<file path="src/rtl/param_stack.sv">
// Descending LIFO stack with pointer load, combined push/pop and sticky error flags.
module param_stack #(
    parameter int unsigned DATA_W  = 8,
    parameter int unsigned ADDR_W  = 8,
    parameter bit          WRAP_EN = 1'b0
) (
    input  logic              CLK,
    input  logic              RST_N,
    input  logic              LD,
    input  logic [ADDR_W-1:0] LD_VAL,
    input  logic              PUSH,
    input  logic [DATA_W-1:0] PUSH_DATA,
    input  logic              POP,
    input  logic              ERR_CLR,
    output logic [ADDR_W-1:0] SP_OUT,
    output logic [ADDR_W:0]   COUNT,
    output logic              EMPTY,
    output logic              FULL,
    output logic [DATA_W-1:0] POP_DATA,
    output logic              POP_VALID,
    output logic              ERR_OVF,
    output logic              ERR_UNF
);

    localparam int unsigned DEPTH = 1 << ADDR_W;
    localparam int unsigned CNT_W = ADDR_W + 1;

    logic [DATA_W-1:0] mem [DEPTH];

    logic [ADDR_W-1:0] sp_q, sp_n, sp_dec, sp_inc, waddr;
    logic [CNT_W-1:0]  cnt_q, cnt_n;
    logic [DATA_W-1:0] pd_q, pd_n, wdata;
    logic              pv_q, pv_n;
    logic              ovf_q, ovf_n, unf_q, unf_n;
    logic              ovf_set, unf_set, we;
    logic              empty, full;

    assign empty  = (cnt_q == CNT_W'(0));
    assign full   = (cnt_q == CNT_W'(DEPTH));
    assign sp_dec = sp_q - ADDR_W'(1);
    assign sp_inc = sp_q + ADDR_W'(1);

    // Request arbitration: LD > PUSH+POP > PUSH > POP.
    always_comb begin
        sp_n    = sp_q;
        cnt_n   = cnt_q;
        pd_n    = pd_q;
        pv_n    = 1'b0;
        ovf_set = 1'b0;
        unf_set = 1'b0;
        we      = 1'b0;
        waddr   = sp_q;
        wdata   = PUSH_DATA;
        if (LD) begin
            sp_n  = LD_VAL;
            cnt_n = {1'b0, ADDR_W'(0) - LD_VAL};
        end else if (PUSH && POP) begin
            pv_n = 1'b1;
            if (empty) begin
                pd_n = PUSH_DATA;
            end else begin
                pd_n  = mem[sp_q];
                we    = 1'b1;
                waddr = sp_q;
            end
        end else if (PUSH) begin
            if (full) begin
                ovf_set = 1'b1;
                if (WRAP_EN) begin
                    we    = 1'b1;
                    waddr = sp_dec;
                    sp_n  = sp_dec;
                end
            end else begin
                we    = 1'b1;
                waddr = sp_dec;
                sp_n  = sp_dec;
                cnt_n = cnt_q + CNT_W'(1);
            end
        end else if (POP) begin
            if (empty) begin
                unf_set = 1'b1;
            end else begin
                pd_n  = mem[sp_q];
                pv_n  = 1'b1;
                sp_n  = sp_inc;
                cnt_n = cnt_q - CNT_W'(1);
            end
        end
        ovf_n = (ovf_q && !ERR_CLR) || ovf_set;
        unf_n = (unf_q && !ERR_CLR) || unf_set;
    end

    // Control and output registers, asynchronously cleared.
    always_ff @(posedge CLK or negedge RST_N) begin
        if (!RST_N) begin
            sp_q  <= '0;
            cnt_q <= '0;
            pd_q  <= '0;
            pv_q  <= 1'b0;
            ovf_q <= 1'b0;
            unf_q <= 1'b0;
        end else begin
            sp_q  <= sp_n;
            cnt_q <= cnt_n;
            pd_q  <= pd_n;
            pv_q  <= pv_n;
            ovf_q <= ovf_n;
            unf_q <= unf_n;
        end
    end

    // Storage array; contents survive reset, so no reset term here.
    always_ff @(posedge CLK) begin
        if (we && RST_N) begin
            mem[waddr] <= wdata;
        end
    end

    assign SP_OUT    = sp_q;
    assign COUNT     = cnt_q;
    assign EMPTY     = empty;
    assign FULL      = full;
    assign POP_DATA  = pd_q;
    assign POP_VALID = pv_q;
    assign ERR_OVF   = ovf_q;
    assign ERR_UNF   = unf_q;

endmodule

</file>
<file path="config.mk">
export PLATFORM = sky130hd
export DESIGN_NAME = param_stack
export DESIGN_NICKNAME = d
export VERILOG_FILES = /design/src/rtl/param_stack.sv
export SDC_FILE = /design/constraint.sdc
export NUM_CORES = 2
export LEC_CHECK = 0
export BUFFER_PORTS_ARGS = -buffer_cell sky130_fd_sc_hd__buf_2
export CAP_MARGIN = 20
export CORE_UTILIZATION = 50
export CTS_CLUSTER_SIZE = 28
export DETAILED_ROUTE_END_ITERATION = 6
export PLACE_DENSITY = 0.68
export SLEW_MARGIN = 10
export SYNTH_ARGS = -nofsm -noshare
export SYNTH_HDL_FRONTEND = slang
export SYNTH_SLANG_ARGS = --single-unit
</file>
<file path="constraint.sdc">
create_clock -name CLK -period 4.3 [get_ports CLK]
set_input_delay 0.645 -clock CLK [delete_from_list [all_inputs] [get_ports CLK]]
set_output_delay 0.645 -clock CLK [all_outputs]
set_load 0.02 [all_outputs]
</file>
# Word-level counts from Yosys, hierarchy flattened
# Memory sizes are Yosys's and may differ from the RTL's.
# Cells that the tools add are included.
# classes
div	0
shift	0
n_eq_ne	6
bitwise_logic	1
multipliers	0
magnitude_cmp	0
mux	40
n_reduce_logical	13
addsub	5
# ops
cell	n
$mux 8	14
$mux 9	6
$mux 1	20
$add 9x1->9 const B	1
$eq 9x9->1 const B	1
$logic_not 9->1	1
$sub 9x1->9 const B	1
$add 8x1->8 const B	1
$reduce_and 4->1	2
$sub 1x8->8 const A	1
$sub 8x1->8 const B	1
$ne 3x3->1 const B	2
$logic_and 1x1->1	4
$ne 2x1->1 const B	2
$reduce_and 3->1	1
$reduce_bool 3->1	1
$logic_or 1x1->1	2
$ne 2x2->1 const B	1
$reduce_bool 2->1	1
$logic_not 1->1	1
$not 1->1	1
# word_totals
romBits	0
out_inout_bits	30
n_memories	1
latchBits	0
reg_bits	28
mem_bits_rw	2048
# memory_table
memory	words	word_bits	read_ports	rd_clocked_by_memory_dff	write_ports	line_no	text
mem	256	8	1	0	1	28	logic [DATA_W-1:0] mem [DEPTH];

# Longest topological paths before layout
# depth
depth_word	8
ltp_mapped	14
ltp_nobuf	9

# Worst setup path before layout
# OpenSTA, ideal clock, no wires.
# synth_timing
path_kind	register -> register
from	register sp_q[1] (netlist: SP_OUT[1])
to	memory mem[197][0], enable pin
setup_ps	370
path_slack_ps	615
path_buffers	6
t_arrival_ps	3315
stages_incl_launch_ff	14
cell_sequence	dfrtp_1 > buf_4 > buf_2 > clkinv_1 > buf_2 > ha_1 > clkbuf_1 > and2_1 > clkbuf_1 > nand3_1 > o31ai_2 > nand2_1 > clkbuf_1 > nor2_1
# synth_via
elab_chain_cells	5
# synth_rtl
element	line_no	text
from (decl)	30	logic [ADDR_W-1:0] sp_q, sp_n, sp_dec, sp_inc, waddr;
from (signal assigned)	104	sp_q <= sp_n;
$sub 8x1->8	40	assign sp_dec = sp_q - ADDR_W'(1);
$mux 8	67	if (full) begin
$mux 8	66	end else if (PUSH) begin
$mux 8	57	end else if (PUSH && POP) begin
$mux 8 *	54	if (LD) begin
to (decl)	28	
# Every way passes the cells marked *; elsewhere a longest branch is shown, timed or not.

# Worst setup path after layout
# layout_timing
from	register sp_q[0] (netlist: SP_OUT[0])
to	register pd_q[0] (netlist: POP_DATA[0])
# layout_via
elab_chain_cells	5
elab_cells_between_ends	6
classes_between	mux (5); memory (1)
# layout_rtl
element	line_no	text
$mem_v2 256x8 *	-	
$mux 8	81	if (empty) begin
$mux 8	80	end else if (POP) begin
$mux 8	66	
$mux 8 *	57	
to (signal assigned)	106	pd_q <= pd_n;
to (decl)	32	logic [DATA_W-1:0] pd_q, pd_n, wdata;
# Every way passes the cells marked *; elsewhere a longest branch is shown, timed or not. The select of a mux whose other input is x is not followed.
# A chain may end at the register's enable or synchronous reset.

==> impl_metrics.ini <==
[clock_tree]
cts_resized = 0
numCtsBuffers = 198
cts_tree = yes
clockBufferDepth = 3
insertion_delay_ns = 0.87
cts_sinks = 2076
cts-root-buf = clkbuf_16
htreeDepth = 4
clk_pin_slew_ns = 0.07

[setup_path]
cp_max_fo = 37
startpoint_type = register
crit_arrival_ns = 4.96
worstSetupPathType = register to register
end_kind = register
cp_data_required_time_ns = 5.02

[power]
swShare_pct = 24.8
power_density_nw_per_um2 = 476
pwr-share-seq_pct = 50.3
power_leakage_nw = 30.6
clockPowerShare_pct = 37.3
ir_worst_vdd_uv = 466
p_int_mw = 33.5
p_sw_mw = 11.1
power.share.combinational_pct = 12.4

[timing]
min_period_ns = 4.24
hold_viol_final = 0
fin_skew_ns = 0.0511
drv_slew = 0
worst_slack_ns = 0.0578
fmax_mhz = 236
max_slew_margin_pct = 16.9
worst_slew_pin_slew_ns = 1.25
finalSetupViolations = 0
holdWs_ns = 0.0917
rsz0062_at_grt = no
fin_crit_sh_pct = 98.7
tns_ns = 0

[route]
drt-initial-drc-count = 6943
drtAntennaViolNets = 0
routed_wl_um = 226000
wl_per_cell_um = 32.9
routed_via_density = 6.40
dr.pass1.iters = 6
num_vias = 44100
drcViolationCount = 0

[global_route]
grt-ovfl-total = 0
use_met2_pct = 40.9
antenna_found_initial = 5
grt_pass1_vias = 42600
grt_use_met1_pct = 39.3
grt_max_degree = 164
grt_pass1_wl_um = 320000
gr-max-usage-layer = met2
track_usage_pct = 27.6
grtUsageMet3_pct = 6.96

[die]
die_width_um = 407
fp.dieH_um = 407
coreArea_um2 = 163000
row_count = 148
num_io_pins = 52
start_util_pct = 50.4
fp.dieArea_um2 = 166000

[finish]
ff_latch_area_um2 = 62200
layout.cells.non_filler = 6882
final_area_um2 = 93500
multi_input_area_um2 = 18200
fin_nets = 4575
area_delta_synth_final_pct = 14.0
fillers = 11800
drive_gt1_share_pct = 27.1

[placement]
postPlaceCellArea_um2 = 87400
gp_congestion = 0.934
pre_cts_ws_ns = 0.305
port_buffers = 51
dp_hpwl_um = 141000
dpl.cell_count = 6515

[status]
status = finished clean

[synth]
synth_top_flop_cell = edfxtp_1
synth-seq-cells = 2076
synth_nets = 4100
avgSynthCellArea_um2 = 20.2
post_synth_num_cell_types = 82
netlist_area_um2 = 82000
synth-edff-count = 2048
syn_inst = 4067
synth_seq_area_share_pct = 75.8
yosysWarnings = 0
async_flop_share_pct = 1.35

[hold_path]
worstHoldPathType = input pin to register

[job]
maxCapViolations = 0
==> synth_stat cells (all sizes together), types with 33 or more instances <==
| master | instances | area [µm²] |
|---|---|---|
| a22oi | 52 | 390 |
| edfxtp | 2048 | 61500 |
| o21ai | 35 | 175 |
| nand3 | 33 | 165 |
| nand2 | 149 | 559 |
| clkbuf | 87 | 328 |
| buf | 159 | 1280 |
| o22ai | 86 | 538 |
| mux4 | 436 | 9850 |
| nor2 | 312 | 1170 |
| mux2i | 225 | 2250 |
| a21oi | 61 | 305 |
==> metrics by stage <==
stage          utilization [%]  power, mW
4_1_cts                   57.5       44.7
3_3_place_gp              53.7       28.3
5_1_grt                   57.5       45.6
3_5_place_dp              53.7       28.3
6_report                  57.5       44.6
2_1_floorplan                -       25.9
==> area by class of cell <==
type | count | area share, %
Sequential cell | 2076 | 66.5
Multi-Input combinational cell | 1726 | 19.5
Clock buffer | 255 | 5.69
Timing Repair Buffer | 521 | 4.46
Tap cell | 2175 | 2.91
Clock inverter | 107 | 0.871
Inverter | 19 | 0.0789
Antenna cell | 3 | 0.00802
==> sequential cells by signal (all words and copies together), names as in the netlist <==
register   cells
mem         2048
COUNT          9
POP_DATA       8
SP_OUT         8
ERR_OVF        1
ERR_UNF        1
POP_VALID      1
==> layer usage <==
layer	share of wire, %	wire [µm]	vias up
met1	38	86900	22900
met3	12	27200	539
li1	-	-	17700
met5	0.011	24	-
met2	45	102000	2926
met4	4.5	10200	4
==> worst max-delay path: stages, from the launching register on <==
cell	delay, ns
dfrtp_4	0.73
buf_12	0.38
buf_12	0.31
mux4_2	0.53
a22o_1	0.25
a221oi_1	0.96
o221ai_1	0.31
a22oi_1	0.44
o31ai_1	0.12
==> worst paths after layout <==
path / startpoint / to / slack [ns] / depth (start not counted)
max: SP_OUT[0]$_DFFE_PN0P_ / POP_DATA[0]$_DFFE_PN0P_ / 0.06 / 8
min: LD_VAL[7] / SP_OUT[7]$_DFFE_PN0P_ / 0.09 / 3
max reg2reg: SP_OUT[0]$_DFFE_PN0P_ / POP_DATA[0]$_DFFE_PN0P_ / 0.06 / 8
min reg2reg: ERR_OVF$_DFF_PN0_ / ERR_OVF$_DFF_PN0_ / 0.52 / 2
max in group asynchronous: RST_N / SP_OUT[1]$_DFFE_PN0P_ / 3.53 / 3
min in group asynchronous: RST_N / SP_OUT[2]$_DFFE_PN0P_ / 0.40 / 3
==> power groups by stage <==
| stage | registers, mW | logic, mW | clock network, mW |
|---|---|---|---|
| global route | 22.4 | 5.68 | 17.5 |
| finish | 22.4 | 5.53 | 16.6 |
| detailed placement | 22.8 | 5.44 | 0 |
| CTS | 22.4 | 5.46 | 16.8 |
| global placement | 22.8 | 5.42 | 0 |
| floorplan | 22.8 | 3.12 | 0 |
==> cell usage in the layout, fill, tap and decap left out, drive strengths merged, types with 6 or more instances in the layout <==
cell type / synthesis / final
bufinv: 0 / 8
and2: 11 / 11
mux4: 436 / 436
a21oi: 61 / 61
ha: 10 / 10
nand3: 33 / 33
o21ai: 35 / 35
a21o: 8 / 8
a2111oi: 21 / 21
inv: 13 / 22
nand4: 12 / 12
clkinvlp: 0 / 6
buf: 159 / 511
a211o: 7 / 7
a211oi: 20 / 20
mux2i: 225 / 225
a221oi: 16 / 16
a31oi: 13 / 13
edfxtp: 2048 / 2048
o221ai: 10 / 10
a22o: 22 / 22
nor2: 312 / 312
dfrtp: 28 / 28
or3: 13 / 13
nand2: 149 / 149
o32ai: 6 / 6
o22ai: 86 / 86
clkinv: 6 / 90
clkbuf: 87 / 263
nor3: 14 / 14
xnor2: 17 / 17
nor4: 16 / 16
mux2: 18 / 18
nand2b: 15 / 15
nor2b: 12 / 12
a22oi: 52 / 52
==> cells by family (layout without fill, tap and decap cells) <==
logic type	after synthesis	after routing	synth area share [%]
xor+xnor	21	21	0.224
flops	2076	2076	75.8
other cells	0	3	0
mux	679	679	15.0
fa+ha+maj	11	11	0.177
buf+inv	265	902	2.04
simple gates	607	607	3.19
compound gates	408	408	3.54
==> timing repair <==
| action | in CTS | in global routing |
|---|---|---|
| setup buffers | 0 | 0 |
| hold endpoints to repair | 29 | 0 |
| hold buffers | 2 | 0 |
(Power assumes the default switching activity.)
